[src/rtl/sound_ram_arbiter.sv]
// Shared sound RAM arbiter: main CPU (word) and Z80 (byte) onto one 16-bit
// synchronous RAM, three cycles per access (IDLE -> ACC -> CAP).
module sound_ram_arbiter #(
    parameter bit Z80_PRIORITY = 1'b0
) (
    input  logic        CLK_32M,
    input  logic        reset,
    input  logic        main_req,
    input  logic        main_we,
    input  logic [14:0] main_addr,
    input  logic [15:0] main_din,
    input  logic [1:0]  main_be,
    output logic [15:0] main_dout,
    output logic        main_ack,
    input  logic        z80_req,
    input  logic        z80_we,
    input  logic [15:0] z80_addr,
    input  logic [7:0]  z80_din,
    output logic [7:0]  z80_dout,
    output logic        z80_ack,
    output logic        z80_wait,
    output logic [14:0] ram_addr,
    output logic [15:0] ram_din,
    output logic        ram_we_h,
    output logic        ram_we_l,
    input  logic [15:0] ram_dout
);

    typedef enum logic [1:0] {IDLE, ACC, CAP} state_t;

    state_t      r_state;
    state_t      w_next;
    logic        w_start;
    logic        w_main_el;
    logic        w_z80_el;
    logic        w_gnt_z80;
    logic        r_gnt_z80;
    logic        r_last_z80;
    logic        r_we;
    logic        r_a0;
    logic        r_main_ack;
    logic        r_z80_ack;
    logic [14:0] r_ram_addr;
    logic [15:0] r_ram_din;
    logic        r_we_h;
    logic        r_we_l;
    logic [15:0] r_main_dout;
    logic [7:0]  r_z80_dout;

    // A side being acked this cycle is not eligible, so a held request
    // is not re-granted on its own ack.
    assign w_main_el = main_req & ~r_main_ack;
    assign w_z80_el  = z80_req & ~r_z80_ack;
    assign w_gnt_z80 = w_z80_el & (~w_main_el | Z80_PRIORITY | ~r_last_z80);

    always_ff @(posedge CLK_32M or posedge reset) begin
        if (reset) begin
            r_state <= IDLE;
        end else begin
            r_state <= w_next;
        end
    end

    always_comb begin
        w_next  = r_state;
        w_start = 1'b0;
        unique case (r_state)
            IDLE: begin
                if (w_main_el | w_z80_el) begin
                    w_next  = ACC;
                    w_start = 1'b1;
                end
            end
            ACC:     w_next = CAP;
            CAP:     w_next = IDLE;
            default: w_next = IDLE;
        endcase
    end

    always_ff @(posedge CLK_32M or posedge reset) begin
        if (reset) begin
            r_gnt_z80   <= 1'b0;
            r_last_z80  <= 1'b1;
            r_we        <= 1'b0;
            r_a0        <= 1'b0;
            r_main_ack  <= 1'b0;
            r_z80_ack   <= 1'b0;
            r_ram_addr  <= '0;
            r_ram_din   <= '0;
            r_we_h      <= 1'b0;
            r_we_l      <= 1'b0;
            r_main_dout <= '0;
            r_z80_dout  <= '0;
        end else begin
            r_we_h     <= 1'b0;
            r_we_l     <= 1'b0;
            r_main_ack <= 1'b0;
            r_z80_ack  <= 1'b0;
            if (w_start) begin
                r_gnt_z80  <= w_gnt_z80;
                r_last_z80 <= w_gnt_z80;
                if (w_gnt_z80) begin
                    r_we       <= z80_we;
                    r_a0       <= z80_addr[0];
                    r_ram_addr <= z80_addr[15:1];
                    r_ram_din  <= {z80_din, z80_din};
                    r_we_h     <= z80_we & z80_addr[0];
                    r_we_l     <= z80_we & ~z80_addr[0];
                end else begin
                    r_we       <= main_we;
                    r_a0       <= 1'b0;
                    r_ram_addr <= main_addr;
                    r_ram_din  <= main_din;
                    r_we_h     <= main_we & main_be[1];
                    r_we_l     <= main_we & main_be[0];
                end
            end
            if (r_state == CAP) begin
                if (r_gnt_z80) begin
                    r_z80_ack <= 1'b1;
                    if (!r_we) begin
                        r_z80_dout <= r_a0 ? ram_dout[15:8] : ram_dout[7:0];
                    end
                end else begin
                    r_main_ack <= 1'b1;
                    if (!r_we) begin
                        r_main_dout <= ram_dout;
                    end
                end
            end
        end
    end

    assign main_ack  = r_main_ack;
    assign z80_ack   = r_z80_ack;
    assign z80_wait  = z80_req & ~r_z80_ack;
    assign ram_addr  = r_ram_addr;
    assign ram_din   = r_ram_din;
    assign ram_we_h  = r_we_h;
    assign ram_we_l  = r_we_l;
    assign main_dout = r_main_dout;
    assign z80_dout  = r_z80_dout;

endmodule

[config.mk]
export PLATFORM = sky130hd
export DESIGN_NAME = sound_ram_arbiter
export DESIGN_NICKNAME = d
export VERILOG_FILES = /design/src/rtl/sound_ram_arbiter.sv
export SDC_FILE = /design/constraint.sdc
export NUM_CORES = 1
export LEC_CHECK = 0
export ABC_AREA = 1
export CAP_MARGIN = 20
export CORE_UTILIZATION = 42
export CTS_CLUSTER_SIZE = 8
export DETAILED_ROUTE_END_ITERATION = 12
export GPL_ROUTABILITY_DRIVEN = 0
export MAX_ROUTING_LAYER = met4
export PLACE_DENSITY = 0.81
export SYNTH_ARGS = -nofsm -noshare
export SYNTH_HDL_FRONTEND = slang
export SYNTH_SLANG_ARGS = --single-unit
[constraint.sdc]
create_clock -name CLK_32M -period 2.1 [get_ports CLK_32M]
set_input_delay 0.21 -clock CLK_32M [delete_from_list [all_inputs] [get_ports CLK_32M]]
set_output_delay 0.21 -clock CLK_32M [all_outputs]
set_load 0.05 [all_outputs]
# Yosys cells after proc, flatten, opt, wreduce, memory -nomap -nowiden
# Index checks and enable logic that the tools add are counted.
dict set report op_classes {
  eq_ne 3
  mux 17
  bitwise_logic 16
  reduce_logical 3
}
# op count
set ops {}
lappend ops {{16-bit 2-to-1 mux} 1}
lappend ops {{15-bit 2-to-1 mux} 1}
lappend ops {{1-bit 2-to-1 mux} 12}
lappend ops {{8-bit 2-to-1 mux} 1}
lappend ops {{1-bit bitwise AND} 7}
lappend ops {{1-bit NOT} 7}
lappend ops {{3-bit AND reduction} 2}
lappend ops {{2-bit one-hot mux with 2 select lines} 1}
lappend ops {{2-bit by 1-bit equality test with 1-bit output, second input constant} 1}
lappend ops {{2-bit equality test, second input constant} 1}
lappend ops {{2-bit logical NOT} 1}
lappend ops {{2-bit 2-to-1 mux} 1}
lappend ops {{2-bit != test, second input constant} 1}
lappend ops {{1-bit bitwise OR} 2}
dict set report word_totals {
  reg_bits 65
  in_bits 79
  output_inout_bits 60
  elab_cells 52
}

# Logic depth before layout (Yosys ltp)
dict set report depth {
  word_depth 7
  mapped_depth 8
  depth_no_buf 7
}

# Worst setup path before layout
# No wires, ideal clock.
dict set report synth_path {
  path_kind {register to register}
  startpoint {reg r_z80_ack (netlist: z80_ack)}
  endpoint {reg r_ram_addr[1] (netlist: ram_addr[1])}
  setup_ns 0.118
  arrival_time_ns 1.443
  t_required_ns 1.982
  setup_slack_ns 0.539
  stages_incl_launch_ff 6
  n_path_buf 1
  period_less_slack_ns 1.561
  cell_sequence {dfrtp_1 -> nor2_4 -> buf_2 -> nand3b_1 -> nand3_1 -> nand2_1}
}
dict set report synth_between {
  elab_chain_cells 5
  word_cells_on_any_way 7
  cone_classes {mux (3); bitwise (4)}
}
# item line
set synth_lines {}
lappend synth_lines {{start, declared} 42} ;# logic r_z80_ack;
lappend synth_lines {{start signal, assigned} 87} ;# r_z80_ack <= 1'b0;
lappend synth_lines {{start signal, assigned} 98} ;# r_z80_ack <= 1'b0;
lappend synth_lines {{start signal, assigned} 120} ;# r_z80_ack <= 1'b1;
lappend synth_lines {{1-bit NOT *} --}
lappend synth_lines {{1-bit bitwise AND *} --}
lappend synth_lines {{named net z80_wait} 21} ;# output logic z80_wait,
lappend synth_lines {{1-bit bitwise OR} 69} ;# if (w_main_el | w_z80_el) begin
lappend synth_lines {{1-bit 2-to-1 mux} 69}
lappend synth_lines {{1-bit 2-to-1 mux} 67} ;# unique case (r_state)
lappend synth_lines {{end signal, assigned} 105} ;# r_ram_addr <= z80_addr[15:1];
lappend synth_lines {{end signal, assigned} 112} ;# r_ram_addr <= main_addr;
lappend synth_lines {{end, declared} 43} ;# logic [14:0] r_ram_addr;
# The timed path passes the listed nets; every way through them passes the cells marked *.
# A chain may end at the register's enable or synchronous reset.

# Worst setup path after layout
dict set report layout_path {
  startpoint {reg r_z80_ack (netlist: z80_ack)}
  endpoint {out z80_ack}
}
# item line
set layout_lines {}
lappend layout_lines {{end, declared} 20} ;# output logic z80_ack,
# No word-level cell between the ends.

==> results.txt <==
* Pin count of the biggest net entering global routing: 37
- Synth Register Bits: 65
* Vias in the first global route: 2,980
- Routing usage on met2: 0.378
- Buffers added to address setup during post-CTS repair amount to 0.
- Final design instance area without fill: 0.00480 mm²
- Based on the critical path, the design can be clocked at up to between 0.5 and 0.6 GHz.
- The H-tree generated during clock tree synthesis spans 3 levels.
* Start-to-end type of the worst setup path: flip-flop to output port
- The number of slew-limit violations in the final report was 0.
- Met1 GRT Util: 0.271
- Final routed DRC violation total: 0
* CP Data Required Time: 1.89 ns
- Number of antenna violations at the first check in global routing: 0
- The number of endpoints with negative hold slack in the final report is 0.
- Layout overhead on the synthesized area: 56.1%
* Die area: 0.00767 mm²
* Largest incremental delay on the critical path: ~0.85 ns
- Part of the cycle the worst path needs: 0.881
* Hold/Removal Path Class: primary input to async pin
- Final-layout setup total negative slack: 0 ns
- The worst setup path is launched from a flip-flop.
* Number of synthesized flops with an enable pin: 0
* Insertion delay to the later sink of the worst-skew pair: 0.33 ns
* Width of the chip: 87.6 µm
- Count of hold-fix buffers inserted at cts: 0
* Via density: 4.67
- First-pass GRT wire length: about 13,000 µm
* Most Crowded Layer GR: met2
- Clock transition at the registers of the reported paths: around 0.070 ns
- Library cell with the largest summed area after synthesis: sky130_fd_sc_hd__dfrtp_1
- After synthesis, the mean cell area works out to 7.75 µm².
- The share of the Yosys chip area taken by registers is 0.529.
* Final critical-path required period: roughly 1.9 ns
* Worst relative slew slack: 0.608
- Iter 0 DRT Violations: approximately 110
* Site row count: 30
* Final HPWL DP: 6020 µm
- The pre-antenna-repair detailed-routing pass consisted of 4 iterations.
- For this configuration, the core starts out at a cell density of 0.443.
* Worst Reg-to-Reg Cells: 6
- Slowest CP cell: sky130_fd_sc_hd__clkdlybuf4s50_1
* Buffers on Ports: approximately 140
- Maximum fanout count along the critical path: 3
* Setup-violating endpoint count in the final report: 0
* Overall power after layout: 8210 µW
- Run status: complete, no violations
- Post-layout nets: roughly 610
- Leak pwr: 0.00238 µW
- For this run, the total global-route usage over all layers was measured as 0.234.
- Layout cells sized above 1: 0.0648
- Core area: 0.00694 mm²
* Leading cell type by number of instances after synthesis: sky130_fd_sc_hd__nand2_1
- Primary FF master, synth: sky130_fd_sc_hd__dfrtp_1
* Worst ir drop on vdd: 0.734 mV
- Final antenna-violating net count: 0
- Summed over all layers, the global routing overflow is 0.
- Floorplan die height: 87.6 µm
- The number of buffers and inverters on the critical path is 1.
- Antenna Cells: 0
* Post-synthesis cell type count: 18
- During synthesis, Yosys emitted a total of 0 warnings.
- The placed instances occupy a cell area of around 0.0046 mm².
- The filler cells instantiated in the layout total roughly 580.
- Walking the worst path, the cells encountered are clkdlybuf4s50_1.
- Pin placement for this block handled 139 I/O pins.
- Root Buffer Master: sky130_fd_sc_hd__clkbuf_8
- In the final routed layout, each cell accounts on average for 12.8 µm.
* Post-synthesis cell count: 397
* Data arrival, critical path: 1.64 ns
- For this run, global-route usage on met3 was measured as 0.0613.
* CP Depth: 1
- Setup repair after global routing missed its margin: false
* Area of the mapped netlist: 0.00308 mm²
- Post-CTS sizing: 0
- Post-Syn Nets: 476
* Via count: 2,971
- Worst Skew: 0.00843 ns
- Clock tree synthesis inserted a total of 9 buffers.
* Maximum clock insertion buffer count: 2
* CP Capture Type: output port
- Share of synthesized flip-flops with an asynchronous set or reset: 1.00
* Fraction of synthesized cell area taken by the top area cell type: 0.521
* Leading cell types by count after synthesis: sky130_fd_sc_hd__nand2_1, sky130_fd_sc_hd__dfrtp_1, sky130_fd_sc_hd__inv_1
- TritonCTS built the clock tree.
- After synthesis, the cell types taking the most area are sky130_fd_sc_hd__dfrtp_1, sky130_fd_sc_hd__nand2_1, sky130_fd_sc_hd__nand3_1, sky130_fd_sc_hd__inv_1, sky130_fd_sc_hd__nand3b_1.
- Power spread over the standard cell area amounts to 1710 mW/mm².
- The cell family contributing the most delay on the critical path is buffers and inverters.
- Max-cap check violation count: 0
- Overall routed net length: slightly above 8000 µm
* Sinks on Clock Net: 65
* Transition time at the pin with the least slew margin: 0.587 ns
## cell type report
| cell class | instances | area (µm²) | share of cell area |
|---|---|---|---|
| clock buffer | 14 | 163 | 0.0339 |
| clock inverter | 2 | 60.1 | 0.0125 |
| inverter | 42 | 158 | 0.0328 |
| multi-input combinational | 272 | 1210 | 0.251 |
| sequential | 65 | 1630 | 0.339 |
| tap | 96 | 120 | 0.0250 |
| timing repair buffer | 145 | 1470 | 0.306 |
## path summary, 6_finish.rpt
kind / startpoint / to / slack, ns
setup / recovery: z80_ack$_DFF_PP0_ / z80_ack / 0.25
hold / removal: reset / main_ack$_DFF_PP0_ / 0.21
setup reg to reg: r_last_z80$_DFFE_PP1P_ / r_gnt_z80$_DFFE_PP0P_ / 0.64
hold reg to reg: main_dout[14]$_DFFE_PP0P_ / main_dout[14]$_DFFE_PP0P_ / 0.47
max in group asynchronous: reset / r_last_z80$_DFFE_PP1P_ / 1.31
min in group CLK_32M: ram_dout[6] / main_dout[6]$_DFFE_PP0P_ / 0.45
## power breakdown
| group | leakage (µW) | internal (µW) | switching (µW) |
|---|---|---|---|
| registers | 0.000802 | 1870 | 394 |
| clock network | 0.000111 | 736 | 448 |
| logic | 0.00147 | 1540 | 3220 |
## logic make-up (layout without fill, tap and decap cells)
| group | after synthesis | in the layout | share of synthesized area |
|---|---|---|---|
| buffers and inverters | 60 | 203 | 0.0789 |
| AND/OR/NAND/NOR | 245 | 245 | 0.344 |
| AO/OA/AOI/OAI | 27 | 27 | 0.0476 |
| flip-flops | 65 | 65 | 0.529 |
## state kept, by name, summed over array words and instances (netlist names)
| name | cells |
|---|---|
| main_dout | 16 |
| ram_din | 16 |
| ram_addr | 15 |
| z80_dout | 8 |
| r_state | 2 |
| main_ack | 1 |
| r_a0 | 1 |
| r_gnt_z80 | 1 |
| r_last_z80 | 1 |
| r_we | 1 |
| ram_we_h | 1 |
| ram_we_l | 1 |
| z80_ack | 1 |
## per-stage QoR
step | std cells | setup slack [ns] | hold WS [ns] | utilization
after floorplan | 397 | 0.265 | 0.348 | -
final | 636 | 0.250 | 0.212 | 0.692
after global placement | 620 | 0.519 | 0.457 | 0.660
after CTS | 636 | 0.239 | 0.220 | 0.692
after global routing | 636 | 0.212 | 0.253 | 0.692
after detailed placement | 620 | 0.473 | 0.459 | 0.660
## placed cells by master, fill, tap and decap left out
master                            netlist  routed
sky130_fd_sc_hd__bufinv_16              0       2
sky130_fd_sc_hd__o21ai_1               17      17
sky130_fd_sc_hd__dfrtp_1               64      64
sky130_fd_sc_hd__nand3b_1              15      15
sky130_fd_sc_hd__nand2_1              184     184
sky130_fd_sc_hd__nor3_4                 1       1
sky130_fd_sc_hd__inv_2                  4       5
sky130_fd_sc_hd__nor2_4                 2       2
sky130_fd_sc_hd__o21ai_0                9       9
sky130_fd_sc_hd__nand3_2                1       1
sky130_fd_sc_hd__nand3_1               34      34
sky130_fd_sc_hd__buf_12                 0       3
sky130_fd_sc_hd__dfstp_2                1       1
sky130_fd_sc_hd__clkbuf_1               2       3
sky130_fd_sc_hd__nor2_1                 5       5
sky130_fd_sc_hd__inv_1                 38      37
sky130_fd_sc_hd__nand2_2                3       3
sky130_fd_sc_hd__clkdlybuf4s50_1        0     137
sky130_fd_sc_hd__clkbuf_8               0      11
sky130_fd_sc_hd__buf_4                  0       5
sky130_fd_sc_hd__a21oi_4                1       1
## metal layers
| layer | share of wire | vias to the layer above |
|---|---|---|
| met5 | 0 | - |
| met4 | 0.023 | 0 |
| met3 | 0.082 | 19 |
| met2 | 0.47 | 133 |
| met1 | 0.43 | 1325 |
| li1 | - | 1494 |
Note: power is estimated with default switching activity, not from simulation.
